File: config.mk
export PLATFORM = sky130hd
export DESIGN_NAME = cgra_context_scheduler
export DESIGN_NICKNAME = d
export VERILOG_FILES = /design/src/rtl/cgra_context_scheduler.sv
export SDC_FILE = /design/constraint.sdc
export NUM_CORES = 1
export LEC_CHECK = 0
export CAP_MARGIN = 40
export CORE_ASPECT_RATIO = 1.4
export CORE_MARGIN = 3
export CORE_UTILIZATION = 50
export CTS_CLUSTER_DIAMETER = 100
export DETAILED_ROUTE_END_ITERATION = 7
export PLACE_DENSITY_LB_ADDON = 0.3
export SLEW_MARGIN = 20
export SYNTH_ARGS = -nofsm -noshare
export SYNTH_HDL_FRONTEND = slang
export SYNTH_SLANG_ARGS = --single-unit
File: constraint.sdc
create_clock -name clk -period 7.65 [get_ports clk]
set_input_delay 1.9125 -clock clk [delete_from_list [all_inputs] [get_ports clk]]
set_output_delay 1.9125 -clock clk [all_outputs]
set_load 0.05 [all_outputs]
File: src/rtl/cgra_context_scheduler.sv
// Kernel context scheduler: queues descriptors, drives the config loader,
// starts the array and reports per-kernel completion status.
module cgra_context_scheduler #(
  parameter int unsigned ADDR_WIDTH   = 32,
  parameter int unsigned QUEUE_DEPTH  = 4,
  parameter int unsigned LOAD_TIMEOUT = 4096,
  parameter int unsigned CNT_WIDTH    = 16
) (
  input  logic                               clk,
  input  logic                               rst_n,
  input  logic                               enable,
  input  logic                               flush,
  input  logic                               desc_valid,
  output logic                               desc_ready,
  input  logic [ADDR_WIDTH-1:0]              desc_addr,
  input  logic [15:0]                        desc_frames,
  input  logic [7:0]                         desc_id,
  output logic                               ldr_start,
  output logic [ADDR_WIDTH-1:0]              ldr_addr,
  output logic [15:0]                        ldr_size,
  input  logic                               ldr_done,
  input  logic                               ldr_error,
  output logic                               exec_start,
  output logic [7:0]                         exec_id,
  input  logic                               exec_done,
  output logic                               busy,
  output logic [$clog2(QUEUE_DEPTH+1)-1:0]   queue_count,
  output logic                               cmpl_valid,
  output logic [7:0]                         cmpl_id,
  output logic [1:0]                         cmpl_status,
  output logic [CNT_WIDTH-1:0]               kernels_done
);

  localparam int unsigned PTR_W  = (QUEUE_DEPTH > 1) ? $clog2(QUEUE_DEPTH) : 1;
  localparam int unsigned CNT_QW = $clog2(QUEUE_DEPTH + 1);
  localparam int unsigned TMR_W  = (LOAD_TIMEOUT > 1) ? $clog2(LOAD_TIMEOUT) : 1;
  localparam int unsigned ENT_W  = ADDR_WIDTH + 16 + 8;

  localparam logic [1:0] ST_OK      = 2'b00;
  localparam logic [1:0] ST_LOAD_ER = 2'b01;
  localparam logic [1:0] ST_TIMEOUT = 2'b10;

  typedef enum logic [2:0] {
    IDLE,
    LOAD_WAIT,
    EXEC_START,
    EXEC_WAIT,
    COMPLETE
  } state_t;

  state_t             state;
  logic [TMR_W-1:0]   timer;
  logic [ENT_W-1:0]   mem [QUEUE_DEPTH];
  logic [PTR_W-1:0]   wr_ptr;
  logic [PTR_W-1:0]   rd_ptr;
  logic [ENT_W-1:0]   head;
  logic               push;
  logic               pop;

  // A full queue refuses pushes even when a pop frees a slot this cycle.
  assign desc_ready = (queue_count < CNT_QW'(QUEUE_DEPTH)) && !flush;
  assign push       = desc_valid && desc_ready;
  assign pop        = (state == IDLE) && enable && (queue_count != '0) && !flush;
  assign head       = mem[rd_ptr];

  always_ff @(posedge clk) begin
    if (push) begin
      mem[wr_ptr] <= {desc_id, desc_frames, desc_addr};
    end
  end

  // Descriptor FIFO bookkeeping; flush drops everything not yet dispatched.
  always_ff @(posedge clk) begin
    if (!rst_n) begin
      wr_ptr      <= '0;
      rd_ptr      <= '0;
      queue_count <= '0;
    end else if (flush) begin
      wr_ptr      <= '0;
      rd_ptr      <= '0;
      queue_count <= '0;
    end else begin
      if (push) begin
        wr_ptr <= wr_ptr + 1'b1;
      end
      if (pop) begin
        rd_ptr <= rd_ptr + 1'b1;
      end
      case ({push, pop})
        2'b10:   queue_count <= queue_count + 1'b1;
        2'b01:   queue_count <= queue_count - 1'b1;
        default: queue_count <= queue_count;
      endcase
    end
  end

  // Kernel sequencing FSM with registered handshake and status outputs.
  always_ff @(posedge clk) begin
    if (!rst_n) begin
      state        <= IDLE;
      timer        <= '0;
      ldr_start    <= 1'b0;
      ldr_addr     <= '0;
      ldr_size     <= '0;
      exec_id      <= '0;
      exec_start   <= 1'b0;
      busy         <= 1'b0;
      cmpl_valid   <= 1'b0;
      cmpl_id      <= '0;
      cmpl_status  <= '0;
      kernels_done <= '0;
    end else begin
      exec_start  <= 1'b0;
      cmpl_valid  <= 1'b0;
      cmpl_id     <= '0;
      cmpl_status <= '0;
      case (state)
        IDLE: begin
          if (pop) begin
            state     <= LOAD_WAIT;
            busy      <= 1'b1;
            timer     <= '0;
            ldr_start <= 1'b1;
            ldr_addr  <= head[ADDR_WIDTH-1:0];
            ldr_size  <= head[ADDR_WIDTH +: 16];
            exec_id   <= head[ADDR_WIDTH+16 +: 8];
          end
        end
        LOAD_WAIT: begin
          if (ldr_error) begin
            ldr_start   <= 1'b0;
            cmpl_valid  <= 1'b1;
            cmpl_id     <= exec_id;
            cmpl_status <= ST_LOAD_ER;
            state       <= COMPLETE;
          end else if (ldr_done) begin
            ldr_start  <= 1'b0;
            exec_start <= 1'b1;
            state      <= EXEC_START;
          end else if (timer == TMR_W'(LOAD_TIMEOUT - 1)) begin
            ldr_start   <= 1'b0;
            cmpl_valid  <= 1'b1;
            cmpl_id     <= exec_id;
            cmpl_status <= ST_TIMEOUT;
            state       <= COMPLETE;
          end else begin
            timer <= timer + 1'b1;
          end
        end
        EXEC_START: begin
          state <= EXEC_WAIT;
        end
        EXEC_WAIT: begin
          if (exec_done) begin
            cmpl_valid  <= 1'b1;
            cmpl_id     <= exec_id;
            cmpl_status <= ST_OK;
            state       <= COMPLETE;
          end
        end
        COMPLETE: begin
          if ((cmpl_status == ST_OK) && (kernels_done != '1)) begin
            kernels_done <= kernels_done + 1'b1;
          end
          busy  <= 1'b0;
          state <= IDLE;
        end
        default: begin
          busy  <= 1'b0;
          state <= IDLE;
        end
      endcase
    end
  end

endmodule

=== Word-level counts from Yosys, hierarchy flattened ===
Memories as Yosys holds them, arrays and structs flattened. A register that Yosys moved wholly into a read port is not among the register bits.
Index checks and enable logic that the tools add are counted.
W data, S select, Z words.

* Bits in registers: 52
* Bits in writable memories: 224
* Memories kept: 1
* Output and inout port bits: 90
* Word-level logic and storage cells: 96
* Input bits: 64

* Eq/ne operators: 14
* Muxes and demuxes: 34
* Magnitude comparators: 1
* Add/subtract/negate cells: 6
* Bitwise operators: 3
* Reductions and logical operators: 24

{| class="wikitable"
|+ Memory list
! name !! words !! width !! rd ports !! clocked after Yosys merged registers in !! write ports !! RTL line !! RTL
|-
| mem || 4 || 56 || 1 || 1 || 1 || 53 || <nowiki>logic [ENT_W-1:0] mem [QUEUE_DEPTH];</nowiki>
|}

{| class="wikitable"
|+ Operators by type and width
! kind !! number
|-
| $mux W12 || 4
|-
| $mux W8 || 4
|-
| $pmux W12 S2 || 1
|-
| $add A16 B1 Y16 const B || 1
|-
| $ne A16 B16 Y1 const B || 1
|-
| $pmux W8 S2 || 1
|-
| $mux W3 || 5
|-
| $mux W1 || 13
|-
| $add A12 B1 Y12 const B || 1
|-
| $eq A12 B12 Y1 const B || 1
|-
| $pmux W3 S4 || 1
|-
| $ne A2 B2 Y1 const B || 5
|-
| $reduce_and A2 Y1 || 4
|-
| $eq A3 B2 Y1 const B || 2
|-
| $logic_and A1 B1 Y1 || 6
|-
| $pmux W1 S2 || 3
|-
| $pmux W3 S2 || 1
|-
| $reduce_and A3 Y1 || 2
|-
| $reduce_or A3 Y1 || 2
|-
| $reduce_and A5 Y1 || 1
|-
| $add A2 B1 Y2 const B || 2
|-
| $ne A4 B4 Y1 const B || 1
|-
| $reduce_bool A2 Y1 || 2
|-
| $reduce_or A4 Y1 || 1
|-
| 14 further kinds || 17
|}

=== Depth between registers and ports, before layout ===
* Word-level depth: 6
* Depth in mapped cells: 11
* Depth with buffers taken out: 9

=== Worst setup path before layout ===
No wires, ideal clock.

* Kind: input port to output port
* From: input port flush
* To: output port desc_ready
* Data required time: 5738 ps
* Buffers on the path: 0
* Cell stages on the path: 1
* Path slack: 3180 ps
* Arrival time: 2557 ps
* Path through: nor2_1

* Cells in the longest elaborated chain, start to end: 2

{| class="wikitable"
|+ RTL lines
! element !! RTL line !! RTL
|-
| start, declared || 12 || <nowiki>input logic flush,</nowiki>
|-
| $logic_not A1 Y1 || 61 || <nowiki>assign desc_ready = (queue_count < CNT_QW'(QUEUE_DEPTH)) && !flush;</nowiki>
|-
| $logic_and A1 B1 Y1 || 61 ||
|-
| end, declared || 14 || <nowiki>output logic desc_ready,</nowiki>
|}

No other way between the ends.

=== Worst setup path in the final report ===
Same ends and word-level chain as after synthesis.

==> flow_metrics.env <==
export IMPL_place_gp_congestion=0.763
export IMPL_fin_cells=1329
export IMPL_slew_viol_final=0
export IMPL_cts_sinks=332
export IMPL_async_reset_ff_share_pct=0
export IMPL_nFillCells=1841
export IMPL_irDropWorstVdd_mv=0.187
export IMPL_seqCellArea_mm2=0.00889
export IMPL_most_common_layout_cells="edfxtp_1 (224), clkdlybuf4s50_1 (153), nand2_1 (138)"
export IMPL_seq_area_frac_synth_pct=70.9
export IMPL_wl_um=25500
export IMPL_skew_ps=10.8
export IMPL_final_area_mm2=0.0155
export IMPL_clkSlewWorstSetupHoldPaths_ps=60
export IMPL_ys_ff_latch=332
export IMPL_port_buffers=153
export IMPL_finalWorstSetupSlack_ps=2440
export IMPL_finalHoldViolCount=0
export IMPL_dr_first_iter_drc_count=413
export IMPL_grt_max_degree=60
export IMPL_yosysUniqueCellTypes=54
export IMPL_drc_errors=0
export IMPL_period_needed_ps=5210
export IMPL_die_h_um=193
export IMPL_cp_start_kind="primary input"
export IMPL_pwr_share_clk_pct=42.1
export IMPL_insertion_delay_ps=540
export IMPL_nNetsFinal=1067
export IMPL_post_cts_buffers=0
export IMPL_die_area_mm2=0.0270
export IMPL_timing_fmax_ghz=0.192
export IMPL_hold_path_class="register to register"
export IMPL_n_antenna_cell=0
export IMPL_numCtsBuffers=31
export IMPL_intPower_mw=2.88
export IMPL_ant_nets=0
export IMPL_gr_usage_all_layers_pct=18.5
export IMPL_p_sw_mw=0.728
export IMPL_synth_ff_type="edfxtp_1"
export IMPL_status="finished clean"
export IMPL_cts_resized=0
export IMPL_syn_avg_cell_area_um2=15.0
export IMPL_syn_inst=837
export IMPL_syn_area_mm2=0.0125
export IMPL_hold_buffers=0
export IMPL_io_pins=154
export IMPL_antenna_found_initial=0
export IMPL_dr_pass1_iters=4
export IMPL_initial_utilization_pct=51.6
export IMPL_drive_gt1_share_pct=13.8
export IMPL_drt_vias_per_instance=5.57
export IMPL_worstMarginPinSlew_ps=768
export IMPL_p_leak_nw=4.93
export IMPL_power_density_mw_per_mm2=233
export IMPL_fin_crit_sh_pct=68.1
export IMPL_clockBufferDepth=3
export IMPL_p_seq_share_pct=53.9
export IMPL_pwr_share_comb_pct=4.0
export IMPL_cp_data_required_time_ps=5740
export IMPL_rsz0062_at_grt="no"
export IMPL_core_mm2=0.0243
export IMPL_switching_share_pct=20.2
export IMPL_globalRouteOverflowTotal=0
export IMPL_routedWlPerCell_um=19.2
export IMPL_area_delta_synth_final_pct=23.7
export IMPL_grt_pass1_wl_um=40300
export IMPL_maxCapViolations=0
export IMPL_synth_edf_count=224
export IMPL_place_hpwl_um=15700
export IMPL_clockRootBuffer="clkbuf_16"
export IMPL_tns_ps=0
export IMPL_multi_input_area_mm2=0.00342
export IMPL_fp_row_count=67
export IMPL_ys_warn_count=0
export IMPL_vias=7402
export IMPL_path_class="primary input to output port"
export IMPL_dpl_cell_area_mm2=0.0145
export IMPL_worstSetupEndpointType="output port"
export IMPL_layout_cells_most_common="edfxtp_1"
export IMPL_critPathMaxFanout=4
export IMPL_cts_tree="built"
export IMPL_place_ws_ps=2440
export IMPL_die_w_um=140
export IMPL_h_tree_depth=1
export IMPL_synth_fp_nets=909
export IMPL_finalSetupViolations=0
export IMPL_slew_headroom_pct=48.8
export IMPL_dp_cells=1272
export IMPL_crit_arrival_ps=3300
export IMPL_grt_pass1_vias=7473
==> kinds of logic (layout without fill, tap and decap cells) <==
| group | Yosys count | count (layout) | synth area share (%) |
|---|---|---|---|
| AOI/OAI and AO/OA | 124 | 124 | 5.69 |
| xor gates and xnor gates | 3 | 3 | 0.210 |
| adders and majority gates | 8 | 8 | 0.858 |
| buffers and inverters | 59 | 241 | 1.97 |
| DFF | 332 | 332 | 70.9 |
| muxes | 67 | 67 | 10.9 |
| and+or+nand+nor | 244 | 244 | 9.42 |
==> synth_stat cells (2+ instances only) <==
cell type	instances	area, µm²
nor2_1	17	63.8
edfxtp_1	224	6730
o21a_1	2	15.0
or4_1	6	45.0
buf_1	3	11.3
and2_1	14	87.6
o31ai_1	6	45.0
nand4_2	2	25.0
or3_1	5	31.3
nand2_1	138	518
o22ai_1	2	12.5
nor3b_1	3	22.5
ha_1	7	87.6
nand4_1	8	50.1
nand2b_1	11	68.8
nor3_1	3	15.0
a21oi_1	79	395
o41ai_1	2	17.5
nor2_2	2	12.5
a211oi_1	4	30.0
nor4_1	3	18.8
mux2i_1	11	110
inv_1	17	63.8
nand3_1	11	55.1
xor2_1	2	17.5
mux4_2	56	1260
buf_2	17	85.1
and3_1	8	50.1
o311a_1	2	20.0
dfxtp_1	108	2160
a31oi_1	6	37.5
and4_1	5	43.8
clkbuf_1	20	75.1
o21ai_0	13	65.1
==> flip-flops by register name (all words and copies together), names as in the netlist <==
| name | cells |
|---|---|
| ldr_start | 1 |
| exec_start | 1 |
| ldr_addr | 32 |
| kernels_done | 16 |
| exec_id | 8 |
| mem | 224 |
| wr_ptr | 2 |
| rd_ptr | 2 |
| ldr_size | 16 |
| queue_count | 3 |
| cmpl_valid | 1 |
| cmpl_id | 8 |
| state | 3 |
| timer | 12 |
| cmpl_status | 2 |
| busy | 1 |
==> power groups by stage <==
stage                     registers, mW  logic, mW  clock network (mW)
after global routing               1.95      0.153                1.63
final                              1.95      0.143                1.52
after global placement             1.99      0.138                   0
after CTS                          1.95      0.144                1.55
after floorplan                    2.00     0.0542                   0
after detailed placement           1.99      0.144                   0
==> critical path, stage by stage <==
cell and delay (ps):
clkdlybuf4s50_1 470, nor2_1 110, clkdlybuf4s50_1 810
==> stage by stage <==
| step | hold WS, ps | power [mW] | util, % |
|---|---|---|---|
| CTS | 458 | 3.65 | 63.8 |
| global route | 470 | 3.74 | 63.8 |
| global placement | 445 | 2.12 | 59.0 |
| finish | 459 | 3.61 | 63.8 |
| detailed placement | 449 | 2.13 | 59.6 |
| floorplan | 458 | 2.05 | - |
==> layer usage <==
metal / routed length [µm] / up-vias / part of all wire (%) / global-route usage, %
met1: 9990 / 3699 / 39 / 22.5
met2: 13700 / 190 / 54 / 34.2
met5: 0 / - / 0 / 0
met4: 430 / 0 / 1.7 / 4.09
met3: 1310 / 28 / 5.1 / 3.51
li1: - / 3485 / - / -
==> worst paths after layout <==
check,start,end,slack (ps),cells past startpoint
worst max-delay path,flush,desc_ready,2440,3
worst min-delay path,ldr_addr[8],ldr_addr[8],460,2
worst max register to register,state[1],queue_count[2],4820,9
worst min register to register,ldr_addr[8],ldr_addr[8],460,2
==> cell type report <==
cell class	count	area share, %
flip-flops and latches	332	57.3
repair buffers	166	11.0
clock inverters	22	1.27
clock buffers	35	5.36
inverters	18	0.436
well taps	310	2.50
multi-input cells	446	22.1
Power figures use the tool's default switching activity.
